--- src/rtl/apb_pkg.sv ---
// Shared types and defaults for the APB request queue.
// Holds FSM encoding, default bus widths and request-entry width.
package apb_pkg;

  localparam int DEF_ADDR_SIZE = 32;
  localparam int DEF_DATA_SIZE = 32;
  localparam int DEF_PROT_SIZE = 3;

  typedef enum logic [1:0] {
    ST_IDLE  = 2'd0,
    ST_ISSUE = 2'd1,
    ST_WAIT  = 2'd2
  } state_t;

  function automatic int entry_w(
    input int a,
    input int d,
    input int p
  );
    return 1 + p + a + d + d / 8;
  endfunction

  localparam int ENTRY_W =
    entry_w(DEF_ADDR_SIZE, DEF_DATA_SIZE, DEF_PROT_SIZE);

endpackage

--- src/rtl/apb_sync_fifo.sv ---
// In-order request storage: push/pop, head and next-head views.
// Ports: clk, rst_n, push, pop, din, head, head_nxt, count, full, empty.
module apb_sync_fifo #(
  parameter int W     = 8,
  parameter int DEPTH = 4,
  parameter int PTR_W = $clog2(DEPTH)
) (
  input  logic             clk,
  input  logic             rst_n,
  input  logic             push,
  input  logic             pop,
  input  logic [W-1:0]     din,
  output logic [W-1:0]     head,
  output logic [W-1:0]     head_nxt,
  output logic [PTR_W:0]   count,
  output logic             full,
  output logic             empty
);

  localparam logic [PTR_W:0] CAP = (PTR_W+1)'(DEPTH);

  logic [W-1:0]     mem [DEPTH];
  logic [PTR_W-1:0] wptr;
  logic [PTR_W-1:0] rptr;
  logic [PTR_W-1:0] rptr_inc;
  logic             do_push;
  logic             do_pop;

  assign full     = (count == CAP);
  assign empty    = (count == '0);
  assign do_push  = push & ~full;
  assign do_pop   = pop & ~empty;
  assign rptr_inc = rptr + 1'b1;
  assign head     = mem[rptr];
  assign head_nxt = mem[rptr_inc];

  // Storage needs no reset: entries are only read when counted.
  always_ff @(posedge clk) begin
    if (do_push) mem[wptr] <= din;
  end

  always_ff @(posedge clk or negedge rst_n) begin
    if (!rst_n) begin
      wptr  <= '0;
      rptr  <= '0;
      count <= '0;
    end else begin
      if (do_push) wptr <= wptr + 1'b1;
      if (do_pop)  rptr <= rptr_inc;
      unique case ({do_push, do_pop})
        2'b10:   count <= count + 1'b1;
        2'b01:   count <= count - 1'b1;
        default: count <= count;
      endcase
    end
  end

endmodule

--- src/rtl/apb_req_queue.sv ---
// CPU-to-APB request queue: buffers requests, issues one at a time.
// Ports: CREQ_* in, CRSP_* out, M* bus request/complete, COUNT.
module apb_req_queue
  import apb_pkg::*;
#(
  parameter int ADDR_SIZE = DEF_ADDR_SIZE,
  parameter int DATA_SIZE = DEF_DATA_SIZE,
  parameter int PROT_SIZE = DEF_PROT_SIZE,
  parameter int STRB_SIZE = DATA_SIZE / 8,
  parameter int DEPTH     = 4,
  parameter int PTR_W     = $clog2(DEPTH)
) (
  input  logic                 PCLK,
  input  logic                 PRESETn,
  input  logic                 CREQ_VALID,
  output logic                 CREQ_READY,
  input  logic                 CWRITE,
  input  logic [PROT_SIZE-1:0] CPROT,
  input  logic [ADDR_SIZE-1:0] CADDR,
  input  logic [DATA_SIZE-1:0] CWDATA,
  input  logic [STRB_SIZE-1:0] CSTRB,
  output logic                 CRSP_VALID,
  output logic                 CRSP_WRITE,
  output logic [DATA_SIZE-1:0] CRDATA,
  output logic                 CSLVERR,
  output logic                 MSTART,
  output logic                 MWRITE,
  output logic [PROT_SIZE-1:0] MPROT,
  output logic [ADDR_SIZE-1:0] MADDR,
  output logic [DATA_SIZE-1:0] MWDATA,
  output logic [STRB_SIZE-1:0] MSTRB,
  input  logic                 MDONE,
  input  logic [DATA_SIZE-1:0] MRDATA,
  input  logic                 MSLVERR,
  output logic [PTR_W:0]       COUNT
);

  localparam int EW =
    1 + PROT_SIZE + ADDR_SIZE + DATA_SIZE + STRB_SIZE;
  localparam logic [PTR_W:0] CNT_ONE = (PTR_W+1)'(1);

  state_t          state;
  logic [EW-1:0]   din;
  logic [EW-1:0]   head;
  logic [EW-1:0]   head_nxt;
  logic [EW-1:0]   sel;
  logic            full;
  logic            empty;
  logic            push;
  logic            pop;
  logic            more;

  logic                 s_write;
  logic [PROT_SIZE-1:0] s_prot;
  logic [ADDR_SIZE-1:0] s_addr;
  logic [DATA_SIZE-1:0] s_wdata;
  logic [STRB_SIZE-1:0] s_strb;

  assign CREQ_READY = PRESETn & ~full;
  assign push       = CREQ_VALID & CREQ_READY;
  assign pop        = (state == ST_WAIT) & MDONE;
  assign din        = {CWRITE, CPROT, CADDR, CWDATA, CSTRB};

  // After a pop the new head is the second entry, or the
  // request being pushed right now when only one was held.
  assign more = (COUNT > CNT_ONE) | push;

  always_comb begin
    sel = head;
    if (state == ST_WAIT)
      sel = (COUNT > CNT_ONE) ? head_nxt : din;
  end

  assign {s_write, s_prot, s_addr, s_wdata, s_strb} = sel;

  apb_sync_fifo #(
    .W     (EW),
    .DEPTH (DEPTH),
    .PTR_W (PTR_W)
  ) u_fifo (
    .clk      (PCLK),
    .rst_n    (PRESETn),
    .push     (push),
    .pop      (pop),
    .din      (din),
    .head     (head),
    .head_nxt (head_nxt),
    .count    (COUNT),
    .full     (full),
    .empty    (empty)
  );

  always_ff @(posedge PCLK or negedge PRESETn) begin
    if (!PRESETn) begin
      state      <= ST_IDLE;
      MSTART     <= 1'b0;
      MWRITE     <= 1'b0;
      MPROT      <= '0;
      MADDR      <= '0;
      MWDATA     <= '0;
      MSTRB      <= '0;
      CRSP_VALID <= 1'b0;
      CRSP_WRITE <= 1'b0;
      CRDATA     <= '0;
      CSLVERR    <= 1'b0;
    end else begin
      MSTART     <= 1'b0;
      CRSP_VALID <= 1'b0;
      unique case (state)
        ST_IDLE: begin
          if (!empty) begin
            MWRITE <= s_write;
            MPROT  <= s_prot;
            MADDR  <= s_addr;
            MWDATA <= s_wdata;
            MSTRB  <= s_strb;
            MSTART <= 1'b1;
            state  <= ST_ISSUE;
          end
        end
        ST_ISSUE: state <= ST_WAIT;
        ST_WAIT: begin
          if (MDONE) begin
            CRSP_VALID <= 1'b1;
            CRSP_WRITE <= MWRITE;
            CSLVERR    <= MSLVERR;
            CRDATA     <= MWRITE ? '0 : MRDATA;
            if (more) begin
              MWRITE <= s_write;
              MPROT  <= s_prot;
              MADDR  <= s_addr;
              MWDATA <= s_wdata;
              MSTRB  <= s_strb;
              MSTART <= 1'b1;
              state  <= ST_ISSUE;
            end else begin
              state <= ST_IDLE;
            end
          end
        end
        default: state <= ST_IDLE;
      endcase
    end
  end

endmodule

--- config.mk ---
export PLATFORM = sky130hd
export DESIGN_NAME = apb_req_queue
export DESIGN_NICKNAME = d
export VERILOG_FILES = /design/src/rtl/apb_pkg.sv /design/src/rtl/apb_sync_fifo.sv /design/src/rtl/apb_req_queue.sv
export SDC_FILE = /design/constraint.sdc
export NUM_CORES = 1
export LEC_CHECK = 0
export ABC_AREA = 1
export CAP_MARGIN = 5
export CELL_PAD_IN_SITES_DETAIL_PLACEMENT = 1
export CELL_PAD_IN_SITES_GLOBAL_PLACEMENT = 1
export CORE_ASPECT_RATIO = 1.5
export CORE_MARGIN = 8
export CORE_UTILIZATION = 39
export DETAILED_ROUTE_END_ITERATION = 10
export PLACE_DENSITY = 0.74
export SETUP_SLACK_MARGIN = 0.1
export SYNTH_ARGS = -nofsm -noshare
export SYNTH_HDL_FRONTEND = slang
export SYNTH_HIERARCHICAL = 1
export SYNTH_SLANG_ARGS = --single-unit
--- constraint.sdc ---
create_clock -name PCLK -period 4.4 [get_ports PCLK]
set_clock_uncertainty 0.05 [all_clocks]
set_input_delay 0.44 -clock PCLK [delete_from_list [all_inputs] [get_ports PCLK]]
set_output_delay 0.44 -clock PCLK [all_outputs]
set_load 0.01 [all_outputs]
; Word level (Yosys, flattened, before mapping)
; Memory sizes are Yosys's and may differ from the RTL's.
; Index checks and enable logic that the tools add are counted.
[totals]
register_bits = 117
mem_bits_rw = 288
out_inout_bits = 112
elab_cells = 79
mem_count = 1
[mem_list]
columns = memory, words, width, rd, rd_clocked_by_memory_dff, write_ports, line
row1 = u_fifo.mem, 4, 72, 2, 0, 1, apb_sync_fifo.sv:22  ; logic [W-1:0] mem [DEPTH];
[op_classes]
n_addsub = 4
n_lt_le_gt_ge = 1
eq_ne = 8
n_mux = 36
bitwise = 8
n_reduce_logical = 7
[op_table]
columns = cell, count
row1 = two-way mux 32 bit, 7
row2 = two-way mux 72 bit, 2
row3 = one-hot mux 32 bit (2 select lines), 2
row4 = two-way mux 4 bit, 3
row5 = one-hot mux 3 bit (2 select lines), 2
row6 = two-way mux 1 bit, 11
row7 = two-way mux 3 bit, 3
row8 = one-hot mux 4 bit (2 select lines), 1
row9 = inequality test 2 bit (second input constant), 3
row10 = one-hot mux 2 bit (3 select lines), 1
row11 = AND 1 bit, 5
row12 = adder 2 x 1 -> 2 bit (second input constant), 2
row13 = == test 2 x 1 -> 1 bit (second input constant), 2
row14 = == test 2 bit (second input constant), 2
row15 = two-way mux 2 bit, 2
row16 = one-hot mux 1 bit (2 select lines), 2
row17 = AND reduction 2 bit, 2
row18 = AND reduction 4 bit, 1
row19 = nonzero test 2 bit, 2
row20 = adder 3 x 1 -> 3 bit (second input constant), 1
row21 = == test 3 bit (second input constant), 1
row22 = > comparator 3 x 1 -> 1 bit (second input constant), 1
row23 = zero test 3 bit, 1
row24 = subtractor 3 x 1 -> 3 bit (second input constant), 1
row25 = other kinds (3), 4

; Longest topological paths before layout
; Gate-level depths: netlist of run 1.
[logic_depth]
word_depth = 8
ltp_mapped = 15
mapped_depth_nobuf = 15

; Modules after synthesis
; Netlist of run 1, hierarchy kept.
[modules_own_cells]
columns = mod, instances, cells_each, area_each_um2
row1 = apb_sync_fifo, 1, 1455, 14031.0
row2 = apb_req_queue, 1, 1008, 6301.0

; Least setup slack after synthesis of run 1
; Ideal clock, no wire load.
[synth_path]
kind = reg-to-reg
start = register u_fifo.count[1]
end = memory u_fifo/mem[0][0] (netlist bit) (enable)
setup_time_ns = 0.503
t_arrival_ns = 4.052
required_time_ns = 3.847
setup_slack_ns = -0.205
path_stages_with_launch = 9
synth_period_minus_slack_ns = 4.605
cell_sequence = dfrtp_1 > nor2_1 > nand2_1 > inv_1 > inv_1 > nand3_1 > inv_1 > nand2_1 > nor2_1
[synth_between]
elab_chain_len = 7
[synth_rtl]
columns = item, line
row1 = start: declaration, apb_sync_fifo.sv:15  ; output logic [PTR_W:0] count,
row2 = start signal: assignment, apb_sync_fifo.sv:51  ; 2'b10: count <= count + 1'b1;
row3 = start signal: assignment, apb_sync_fifo.sv:52  ; 2'b01: count <= count - 1'b1;
row4 = start signal: assignment, apb_sync_fifo.sv:53  ; default: count <= count;
row5 = == test 3 bit, apb_sync_fifo.sv:29  ; assign full = (count == CAP);
row6 = named net full, apb_req_queue.sv:47  ; logic full;
row7 = NOT 1 bit, apb_req_queue.sv:59  ; assign CREQ_READY = PRESETn & ~full;
row8 = AND 1 bit, apb_req_queue.sv:59
row9 = AND 1 bit, apb_req_queue.sv:60  ; assign push = CREQ_VALID & CREQ_READY;
row10 = named net push, apb_req_queue.sv:49  ; logic push;
row11 = AND 1 bit, apb_sync_fifo.sv:31  ; assign do_push = push & ~full;
row12 = two-way mux 1 bit, apb_sync_fifo.sv:39  ; if (do_push) mem[wptr] <= din;
row13 = two-way mux 1 bit (implied by the code), apb_sync_fifo.sv:39
row14 = end: declaration, apb_sync_fifo.sv:22
; The timed path passes the listed nets, and every way through them passes these cells.

; Worst setup path in the final report of run 1
[layout_path]
start = register u_fifo.rptr[1]
end = register MWDATA[30]
[layout_between]
elab_cells_between_ends = 8
[layout_rtl]
columns = item, line
row1 = start: declaration, apb_sync_fifo.sv:24  ; logic [PTR_W-1:0] rptr;
row2 = start signal: assignment, apb_sync_fifo.sv:49  ; if (do_pop) rptr <= rptr_inc;
row3 = memory (4 x 72 bit) (*), --
row4 = named net head[34], apb_req_queue.sv:44  ; logic [EW-1:0] head;
row5 = two-way mux 72 bit (*), apb_req_queue.sv:70  ; if (state == ST_WAIT)
row6 = two-way mux 32 bit, apb_req_queue.sv:128  ; if (more) begin
row7 = two-way mux 32 bit, apb_req_queue.sv:123  ; if (MDONE) begin
row8 = one-hot mux 32 bit (2 select lines) (*), apb_req_queue.sv:109  ; unique case (state)
row9 = end signal: assignment, apb_req_queue.sv:115  ; MWDATA <= s_wdata;
row10 = end signal: assignment, apb_req_queue.sv:132  ; MWDATA <= s_wdata;
row11 = end: declaration, apb_req_queue.sv:30  ; output logic [DATA_SIZE-1:0] MWDATA,
; The timed path passes the listed nets; every way through them passes the cells marked *. The select of a mux whose other input is x is not followed.
; A chain may end at the register's enable or synchronous reset.

==> flow_summary.json, run 1 <==
{
  "status": "finished clean",
  "grt_pass1_vias": 18200,
  "swShare": 0.433,
  "p_sw_mw": 7.55,
  "routed_via_density": 5.08,
  "drive_gt1_frac": 0.0431,
  "drc_errors": 0,
  "syn_area_sq_um": 20300,
  "arrival_ns": 3.38,
  "die-area_sq_um": 59800,
  "clkTransAtPathRegs_ns": 0.06,
  "setup_viol": 0,
  "antenna_found_initial": 7,
  "initial_core_util": 0.394,
  "required_ns": 4.83,
  "grt_max_degree": 243,
  "die_w_um": 202,
  "finalSetupTns_ns": 0,
  "period_minus_slack_ns": 2.95,
  "p_seq_frac": 0.312,
  "routed-via-count": 16900,
  "slew_violations": 0,
  "min_path_type": "in -> async",
  "gp_congestion": 0.745,
  "drt_first_pass_iters": 5,
  "coreArea_sq_um": 51600,
  "fmax_ghz": 0.339,
  "ys_seq_area_frac": 0.569,
  "ys_top_cells_by_area": "edfxtp_1 (43%), nand2_1 (21%), dfrtp_1 (14%), inv_1 (5.7%), o21ai_0 (5.0%)",
  "cts_setup_buffers": 0,
  "clockPowerShare": 0.207,
  "p_int_mw": 9.88,
  "syn2layout_area_growth_pct": 20.2,
  "finalHoldViolCount": 0,
  "syn_inst": 2463,
  "crit_type": "reg -> reg",
  "grt-ovfl-total": 0,
  "numCtsBuffers": 43,
  "hpwlAfterDp_mm": 38.1,
  "cp-start-kind": "flip-flop",
  "cp_max_fo": 74,
  "nNetsFinal": 2727,
  "r2r_setup_slack_ns": 1.45,
  "clock-root-buffer": "clkbuf_16",
  "htreeDepth": 2,
  "io_buffers": 220,
  "insertion_delay_ns": 0.56,
  "fin_ws_ns": 1.45,
  "wirelength_mm": 63.0,
  "drt-initial-drc-count": 712,
  "hold_buffers": 1,
  "yosys.area.top_type": "edfxtp_1",
  "rsz0062_at_grt": "no",
  "grt_first_pass_wirelength_mm": 99.0,
  "p_leak_nw": 11.1,
  "ant_nets": 0,
  "cts_tree": "yes",
  "grtUsageTotal": 0.208,
  "cap_violations": 0,
  "clock_sinks": 405,
  "combPwrFrac": 0.481,
  "postCtsResizedCells": 0,
  "worst_pin_slew_ns": 1.10,
  "die_h_um": 296,
  "cts_buffer_depth": 3,
  "vdd.ir_drop.worst_mv": 0.519,
  "syn_nets": 2578,
  "rows": 102,
  "yosysWarnings": 6,
  "ys_types": 25,
  "endpoint_kind": "flip-flop",
  "wl_per_cell_um": 19.0,
  "relSlewSlack": 0.267,
  "fin_crit_sh": 0.671,
  "ys_seq_elements": 405,
  "yosysTopAreaCellShare": 0.425,
  "num_io_pins": 221,
  "power_density_nw_per_um2": 713,
  "dp_slack_ns": 1.53,
  "avgSynthCellArea_sq_um": 8.25
}
==> through the flow <==
stage / power (mW) / cells / instance area, sq um / hold WS (ns) / utilization
final: 17.4 / 3325 / 24400 / 0.252 / 0.474
after detailed placement: 14.0 / 3242 / 23000 / 0.252 / 0.447
after global routing: 18.9 / 3324 / 24400 / 0.249 / 0.474
after global placement: 13.7 / 3242 / 23000 / 0.253 / 0.447
after CTS: 17.7 / 3322 / 24400 / 0.243 / 0.474
after floorplan: 10.8 / 2463 / 20300 / 0.0944 / -
==> final timing paths <==
| kind | startpoint | endpoint | cells past startpoint |
|---|---|---|---|
| min in group PCLK | MSLVERR | CSLVERR$_DFFE_PN0P_ | 3 |
| max reg2reg | u_fifo/rptr[1]$_DFFE_PN0P_ | MWDATA[30]$_DFFE_PN0P_ | 8 |
| max in group asynchronous | PRESETn | u_fifo/rptr[0]$_DFFE_PN0P_ | 3 |
| min reg2reg | MWDATA[23]$_DFFE_PN0P_ | MWDATA[23]$_DFFE_PN0P_ | 2 |
| min | PRESETn | MADDR[30]$_DFFE_PN0P_ | 2 |
| max | u_fifo/rptr[1]$_DFFE_PN0P_ | MWDATA[30]$_DFFE_PN0P_ | 8 |
==> power by group through the flow <==
stage | sequential (mW) | clock [mW] | combinational, mW
after CTS | 5.45 | 3.70 | 8.55
after detailed placement | 5.51 | 0 | 8.47
after floorplan | 5.58 | 0 | 5.23
final | 5.44 | 3.61 | 8.39
after global routing | 5.53 | 3.83 | 9.50
after global placement | 5.49 | 0 | 8.17
==> kinds of logic (layout without fill, tap and decap cells) <==
logic type | Yosys count | count (layout) | synth area share
xor+xnor | 1 | 1 | 0.000431
flops | 405 | 405 | 0.569
fa+ha+maj | 6 | 6 | 0.00406
compound gates | 350 | 350 | 0.0966
other cells | 0 | 3 | 0
buf+inv | 459 | 642 | 0.0927
simple gates | 1242 | 1242 | 0.237
==> layout make-up <==
cell class | count | area, sq um
clock inverter | 16 | 140
sequential | 405 | 11600
timing repair buffer | 247 | 2500
clock buffer | 63 | 1240
antenna | 3 | 7.51
fill | 6082 | 27100
multi-input combinational | 1599 | 6940
tap | 676 | 846
inverter | 316 | 1190
==> layer usage <==
layer / up-vias / share of wire / track usage / wire length [um]
met4: 8 / 0.028 / 0.0697 / 1760
met3: 123 / 0.054 / 0.0450 / 3430
li1: 8110 / - / - / -
met5: - / 0.00087 / 0 / 55
met2: 373 / 0.52 / 0.384 / 32600
met1: 8270 / 0.40 / 0.235 / 25200
==> worst max-delay path, stage by stage (launching register included) <==
cell	delay, ns
dfrtp_4	0.66
buf_4	0.58
buf_4	0.76
o211ai_1	0.22
nand2_1	0.13
nand2_1	0.07
nand2_1	0.11
nand2_1	0.05
nand2_1	0.08
==> Yosys cell counts <==
cell,count
nand2_1,1145
inv_1,311
edfxtp_1,288
o21ai_0,203
dfrtp_1,117
buf_2,85
o211ai_1,85
nand3_1,79
a21oi_1,60
clkbuf_1,43
buf_4,9
nor2_1,7
ha_1,5
inv_2,5
nor2_4,4
buf_1,3
buf_6,3
nand2_2,3
o21ai_1,2
fa_1,1
nand2_4,1
nand3b_1,1
nand4_1,1
nor2_2,1
xnor2_1,1
==> registers in the layout, indices dropped and copies added (netlist names), 3 cells and up <==
register,flops
u_fifo/count,3
MPROT,3
MWDATA,32
MSTRB,4
MADDR,32
u_fifo/mem,288
CRDATA,32
==> placed cells by master, fill, tap and decap left out, drive strengths merged <==
cell type,instances
a21oi,60
buf,27
bufinv,2
clkbuf,63
clkdlybuf4s50,219
clkinv,12
clkinvlp,1
dfrtp,117
diode,3
dlygate4sd3,1
edfxtp,288
fa,1
ha,5
inv,317
nand2,1149
nand3,79
nand3b,1
nand4,1
nor2,12
o211ai,85
o21ai,205
xnor2,1
Note: power is estimated with default switching activity, not from simulation.
==> inputs of run 2 (changes only) <==
--- a/config.mk
+++ b/config.mk
@@ -11,9 +11,9 @@
 export CELL_PAD_IN_SITES_GLOBAL_PLACEMENT = 1
 export CORE_ASPECT_RATIO = 1.5
 export CORE_MARGIN = 8
-export CORE_UTILIZATION = 39
+export CORE_UTILIZATION = 43
 export DETAILED_ROUTE_END_ITERATION = 10
-export PLACE_DENSITY = 0.74
+export PLACE_DENSITY = 0.78
 export SETUP_SLACK_MARGIN = 0.1
 export SYNTH_ARGS = -nofsm -noshare
 export SYNTH_HDL_FRONTEND = slang
==> constraint.sdc (replaced) <==
create_clock -name PCLK -period 2.8 [get_ports PCLK]
set_clock_uncertainty 0.05 [all_clocks]
set_input_delay 0.28 -clock PCLK [delete_from_list [all_inputs] [get_ports PCLK]]
set_output_delay 0.28 -clock PCLK [all_outputs]
set_load 0.01 [all_outputs]
==> run 2 against run 1 <==
Against the previous run: fmax up 25%; die area down 8.7%; global-route usage up 1.6 points; worst hold slack worse by 0.15 ns; routed wire length down 1.1%; non-clock buffer count up 9; cell area up 0.69%; largest cell class unchanged.
==> flow_summary.json, run 2 (synthesis results as in run 1) <==
{
  "status": "finished clean",
  "fin_ws_ns": 0.444,
  "layout_common_cells": "nand2_1 (1,143), inv_1 (311), edfxtp_1 (288)",
  "place_area_sq_um": 23100,
  "postCtsResizedCells": 0,
  "final_cell_count_no_fill": 3250,
  "hpwlAfterDp_mm": 38.2,
  "clkTransAtPathRegs_ns": 0.06,
  "grtUsageTotal": 0.224,
  "syn2layout_area_growth_pct": 21.0,
  "die-area_sq_um": 54600,
  "arrival_ns": 2.75,
  "endpoint_kind": "flip-flop",
  "die_h_um": 282,
  "rows": 97,
  "r2r_start": "u_fifo/rptr[0]$_DFFE_PN0P_",
  "r2r_setup_slack_ns": 0.44,
  "wl_per_cell_um": 19.2,
  "slew_violations": 0,
  "nNetsFinal": 2736,
  "drive_gt1_frac": 0.0467,
  "finalSetupTns_ns": 0,
  "slowest_delay_ns": 0.75,
  "grt_max_degree": 185,
  "num_io_pins": 221,
  "antenna_found_initial": 4,
  "finalHoldViolCount": 0,
  "mostFrequentLayoutCell": "nand2_1",
  "die_w_um": 194,
  "insertion_delay_ns": 0.55,
  "initial_core_util": 0.435,
  "worst_pin_slew_ns": 0.906,
  "power_density_nw_per_um2": 1140,
  "clock-root-buffer": "clkbuf_16",
  "dp_slack_ns": 0.477,
  "setup_viol": 0,
  "cp-start-kind": "flip-flop",
  "vdd.ir_drop.worst_mv": 0.788,
  "htreeDepth": 2,
  "timing.rr.end": "MADDR[3]$_DFFE_PN0P_",
  "min_path_type": "in -> async",
  "cts_tree": "yes",
  "p_leak_nw": 11.3,
  "crit_slowest_cell": "buf_4",
  "coreArea_sq_um": 46700,
  "crit_chain": "buf_4, o21ai_0, nand2_1, nand2_1, inv_1, nand2_1, nand3_1, nand2_1, nand2_1, nand2_1",
  "gp_congestion": 0.776,
  "grt-ovfl-total": 0,
  "period_minus_slack_ns": 2.36,
  "cp_max_fo": 105,
  "cts_buffer_depth": 3,
  "fmax_ghz": 0.424,
  "cap_violations": 0,
  "routed_via_density": 5.25,
  "relSlewSlack": 0.396,
  "clock_sinks": 405,
  "wirelength_mm": 62.4,
  "place_inst": 3169,
  "crit_path_frequent_cell": "nand2_1",
  "io_buffers": 220,
  "largest_reg_flops": 288,
  "grt_pass1_vias": 18700,
  "numCtsBuffers": 43,
  "drc_errors": 0,
  "drt-initial-drc-count": 835,
  "routed-via-count": 17100,
  "rsz0062_at_grt": "no",
  "grt_first_pass_wirelength_mm": 98.0,
  "required_ns": 3.19,
  "final_area_sq_um": 24600,
  "fin_crit_sh": 0.841,
  "crit_type": "reg -> reg",
  "top_register": "u_fifo/mem",
  "ant_nets": 0,
  "r2r.worst_path.cells": 10,
  "drt_first_pass_iters": 5,
  "fin_util": 0.527
}
[run 2: changes by cell type in the layout (fill, tap and decap cells not counted), sizes merged]
cell | previous run | this run
clkbuf | 63 | 51
buf | 27 | 36
bufinv | 2 | 8
clkinv | 12 | 18
diode | 3 | 2
inv | 317 | 316
[run 2: stage by stage]
step | power [mW] | hold slack [ns]
floorplan | 17.0 | -0.0656
global placement | 21.6 | 0.113
detailed placement | 22.2 | 0.109
CTS | 28.5 | 0.0915
global route | 30.2 | 0.110
finish | 28.1 | 0.0993
[run 2: timing repair]
| action | in CTS | in global routing |
|---|---|---|
| buffers inserted | 0 | 0 |
| hold buffers | 1 | 0 |
| hold endpoints to repair | 18 | 0 |
| endpoints found under the setup margin | 0 | 0 |
[run 2: area by class of cell]
type	instances	area, sq um
Antenna cell	2	5.00
Timing Repair Buffer	256	2660
Inverter	316	1190
Multi-Input combinational cell	1599	6940
Sequential cell	405	11600
Clock buffer	51	1150
Tap cell	594	743
Clock inverter	27	340
Fill cell	5440	22100
[run 2: where the power goes]
group          switching [mW]  leakage, nW  total (mW)  internal [mW]
sequential              0.714         4.07        8.47           7.75
clock                    2.40        0.732        6.07           3.67
combinational            8.85         6.47        13.6           4.70
[run 2: worst max path at each step]
| stage | slack [ns] | depth (start not counted) | endpoint | from |
|---|---|---|---|---|
| 3_3_place_gp | 0.54 | 12 | u_fifo/count[2]$_DFFE_PN0P_ | MDONE |
| 5_1_grt | 0.25 | 10 | MADDR[11]$_DFFE_PN0P_ | u_fifo/rptr[0]$_DFFE_PN0P_ |
| 4_1_cts | 0.43 | 5 | CREQ_READY | u_fifo/count[1]$_DFFE_PN0P_ |
| 3_5_place_dp | 0.48 | 7 | MADDR[3]$_DFFE_PN0P_ | MDONE |
| 6_report | 0.44 | 10 | MADDR[3]$_DFFE_PN0P_ | u_fifo/rptr[0]$_DFFE_PN0P_ |
| 2_1_floorplan | -0.64 | 8 | u_fifo/mem[0][0]$_DFFE_PP_ | u_fifo/count[1]$_DFFE_PN0P_ |
[run 2: worst max-delay path: cells and delay by family (launching register included)]
kind                   cells  cell delay [ns]
and+or+nand+nor            7             0.50
AOI/OAI and AO/OA          1             0.27
buffers and inverters      2             0.80
DFF                        1             0.57
[run 2: layer usage]
| metal | vias up | GRT usage | part of all wire |
|---|---|---|---|
| met5 | - | 0 | 0.00043 |
| met3 | 123 | 0.0471 | 0.053 |
| met2 | 376 | 0.433 | 0.53 |
| met4 | 4 | 0.0761 | 0.029 |
| met1 | 8437 | 0.238 | 0.39 |
| li1 | 8122 | - | - |
==> inputs of run 3 (changes only) <==
==> constraint.sdc (replaced) <==
create_clock -name PCLK -period 2.4 [get_ports PCLK]
set_clock_uncertainty 0.05 [all_clocks]
set_input_delay 0.24 -clock PCLK [delete_from_list [all_inputs] [get_ports PCLK]]
set_output_delay 0.24 -clock PCLK [all_outputs]
set_load 0.01 [all_outputs]
==> run 3 against run 2 <==
Against the previous run: first-iteration DRC count decreased by 3.5%; non-clock buffer count increased by 8; cell area increased by 0.59%; critical endpoint is now CREQ_READY; largest power group unchanged; highest routed layer unchanged.
==> flow_summary.json, run 3 (synthesis results as in run 1) <==
{
  "required_ns": 2.11,
  "insertion_delay_ns": 0.56,
  "clock-root-buffer": "clkbuf_16",
  "whs_ns": 0.167,
  "die_h_um": 282,
  "rsz0062_at_grt": "no",
  "worst_pin_slew_ns": 0.772,
  "drt_first_pass_iters": 5,
  "status": "finished clean",
  "io_buffers": 220,
  "cts_tree": "yes",
  "fin_ws_ns": 0.197,
  "routed-via-count": 17100,
  "cp.buffers_inverters": 2,
  "finalHoldViolCount": 0,
  "fin_util": 0.530,
  "ant_nets": 0,
  "mostFrequentLayoutCell": "nand2_1",
  "grtUsageTotal": 0.227,
  "fmax_ghz": 0.454,
  "r2r_start": "u_fifo/count[1]$_DFFE_PN0P_",
  "period_minus_slack_ns": 2.20,
  "arrival_ns": 1.91,
  "final_area_sq_um": 24800,
  "die-area_sq_um": 54600,
  "drt-initial-drc-count": 806,
  "dp_slack_ns": 0.144,
  "numCtsBuffers": 42,
  "fin_crit_sh": 0.918,
  "place_inst": 3175,
  "timing.rr.end": "u_fifo/count[2]$_DFFE_PN0P_",
  "initial_core_util": 0.435,
  "grt_pass1_vias": 18800,
  "grt-ovfl-total": 0,
  "power_density_nw_per_um2": 1330,
  "worstHoldStart": "MRDATA[5]",
  "drive_gt1_frac": 0.0530,
  "cts_buffer_depth": 3,
  "wl_per_cell_um": 19.2,
  "slowest_delay_ns": 0.59,
  "drc_errors": 0,
  "r2r_setup_slack_ns": 0.22,
  "endpoint_kind": "output pin",
  "crit_slowest_cell": "clkdlybuf4s50_1",
  "min_to": "CRDATA[5]$_DFFE_PN0P_",
  "min_path_cells": 3,
  "totalPowerFinal_mw": 32.9,
  "coreArea_sq_um": 46700,
  "routed_via_density": 5.25,
  "critPathTopFamily": "buffers and inverters",
  "cp_max_fo": 6,
  "place_area_sq_um": 23300,
  "htreeDepth": 2,
  "hpwlAfterDp_mm": 37.9,
  "slew_violations": 0,
  "crit_type": "reg -> out",
  "syn2layout_area_growth_pct": 21.7,
  "min_path_type": "in -> reg",
  "cp-start-kind": "flip-flop",
  "num_io_pins": 221,
  "setup_viol": 0,
  "finalSetupTns_ns": 0,
  "p_leak_nw": 11.3,
  "gp_congestion": 0.776,
  "crit_chain": "nand2_4, inv_2, nor2_1, clkdlybuf4s50_1",
  "antenna_found_initial": 6,
  "wirelength_mm": 62.7,
  "r2r.worst_path.cells": 14,
  "top_register": "u_fifo/mem",
  "vdd.ir_drop.worst_mv": 0.878,
  "final_cell_count_no_fill": 3260,
  "grt_max_degree": 169,
  "grt_first_pass_wirelength_mm": 99.0,
  "clock_sinks": 405,
  "relSlewSlack": 0.486,
  "clkTransAtPathRegs_ns": 0.07,
  "die_w_um": 194,
  "nNetsFinal": 2743,
  "cap_violations": 0,
  "layout_common_cells": "nand2_1 (1,141), inv_1 (308), edfxtp_1 (288)",
  "largest_reg_flops": 288,
  "rows": 97
}
run 3: final cells by class:
type,instances,area [sq um]
repair buffers,264,2860
diodes,4,10.0
clock inverters,12,100
inverters,316,1190
clock buffers,66,1300
fillers,5477,22000
flip-flops and latches,405,11600
multi-input cells,1599,6970
well taps,594,743
run 3: timing repair:
item,4_1_cts,5_1_grt
resized for setup,0,6
hold buffers,1,0
endpoints found under the hold margin,117,0
endpoints found under the setup margin,0,4
buffers inserted,0,2
run 3: worst max path at each step:
stage	start	endpoint	slack, ns	cells past startpoint
floorplan	u_fifo/count[0]$_DFFE_PN0P_	u_fifo/mem[0][0]$_DFFE_PP_	-0.12	8
global placement	u_fifo/count[1]$_DFFE_PN0P_	u_fifo/count[2]$_DFFE_PN0P_	0.19	14
detailed placement	u_fifo/count[1]$_DFFE_PN0P_	u_fifo/count[2]$_DFFE_PN0P_	0.14	14
CTS	u_fifo/count[1]$_DFFE_PN0P_	u_fifo/count[2]$_DFFE_PN0P_	0.13	14
global route	u_fifo/count[0]$_DFFE_PN0P_	u_fifo/count[2]$_DFFE_PN0P_	0.1	14
finish	u_fifo/count[2]$_DFFE_PN0P_	CREQ_READY	0.20	4
run 3: layer usage:
metal	wire length, um	vias to the layer above	global-route usage
li1	-	8133	-
met3	3610	135	0.0496
met5	27	-	0
met1	24000	8425	0.241
met4	2220	4	0.0983
met2	32900	413	0.429
run 3: worst register-to-register path, stage by stage (launching register included):
cell and delay, ns:
dfrtp_2 0.44, nor2_4 0.15, nand2_4 0.09, inv_2 0.07, inv_2 0.03, nand3_2 0.08, inv_2 0.08, nand2_8 0.11
ha_1 0.18, inv_1 0.07, fa_1 0.39, nand2_1 0.11, nand3_1 0.09, nand2_1 0.06, nand2_1 0.06
run 3: where the power goes:
part	internal [mW]	switching, mW	total, mW
clock	3.83	2.76	6.59
sequential	9.05	0.840	9.89
combinational	5.88	10.5	16.4
total	18.8	14.1	32.9
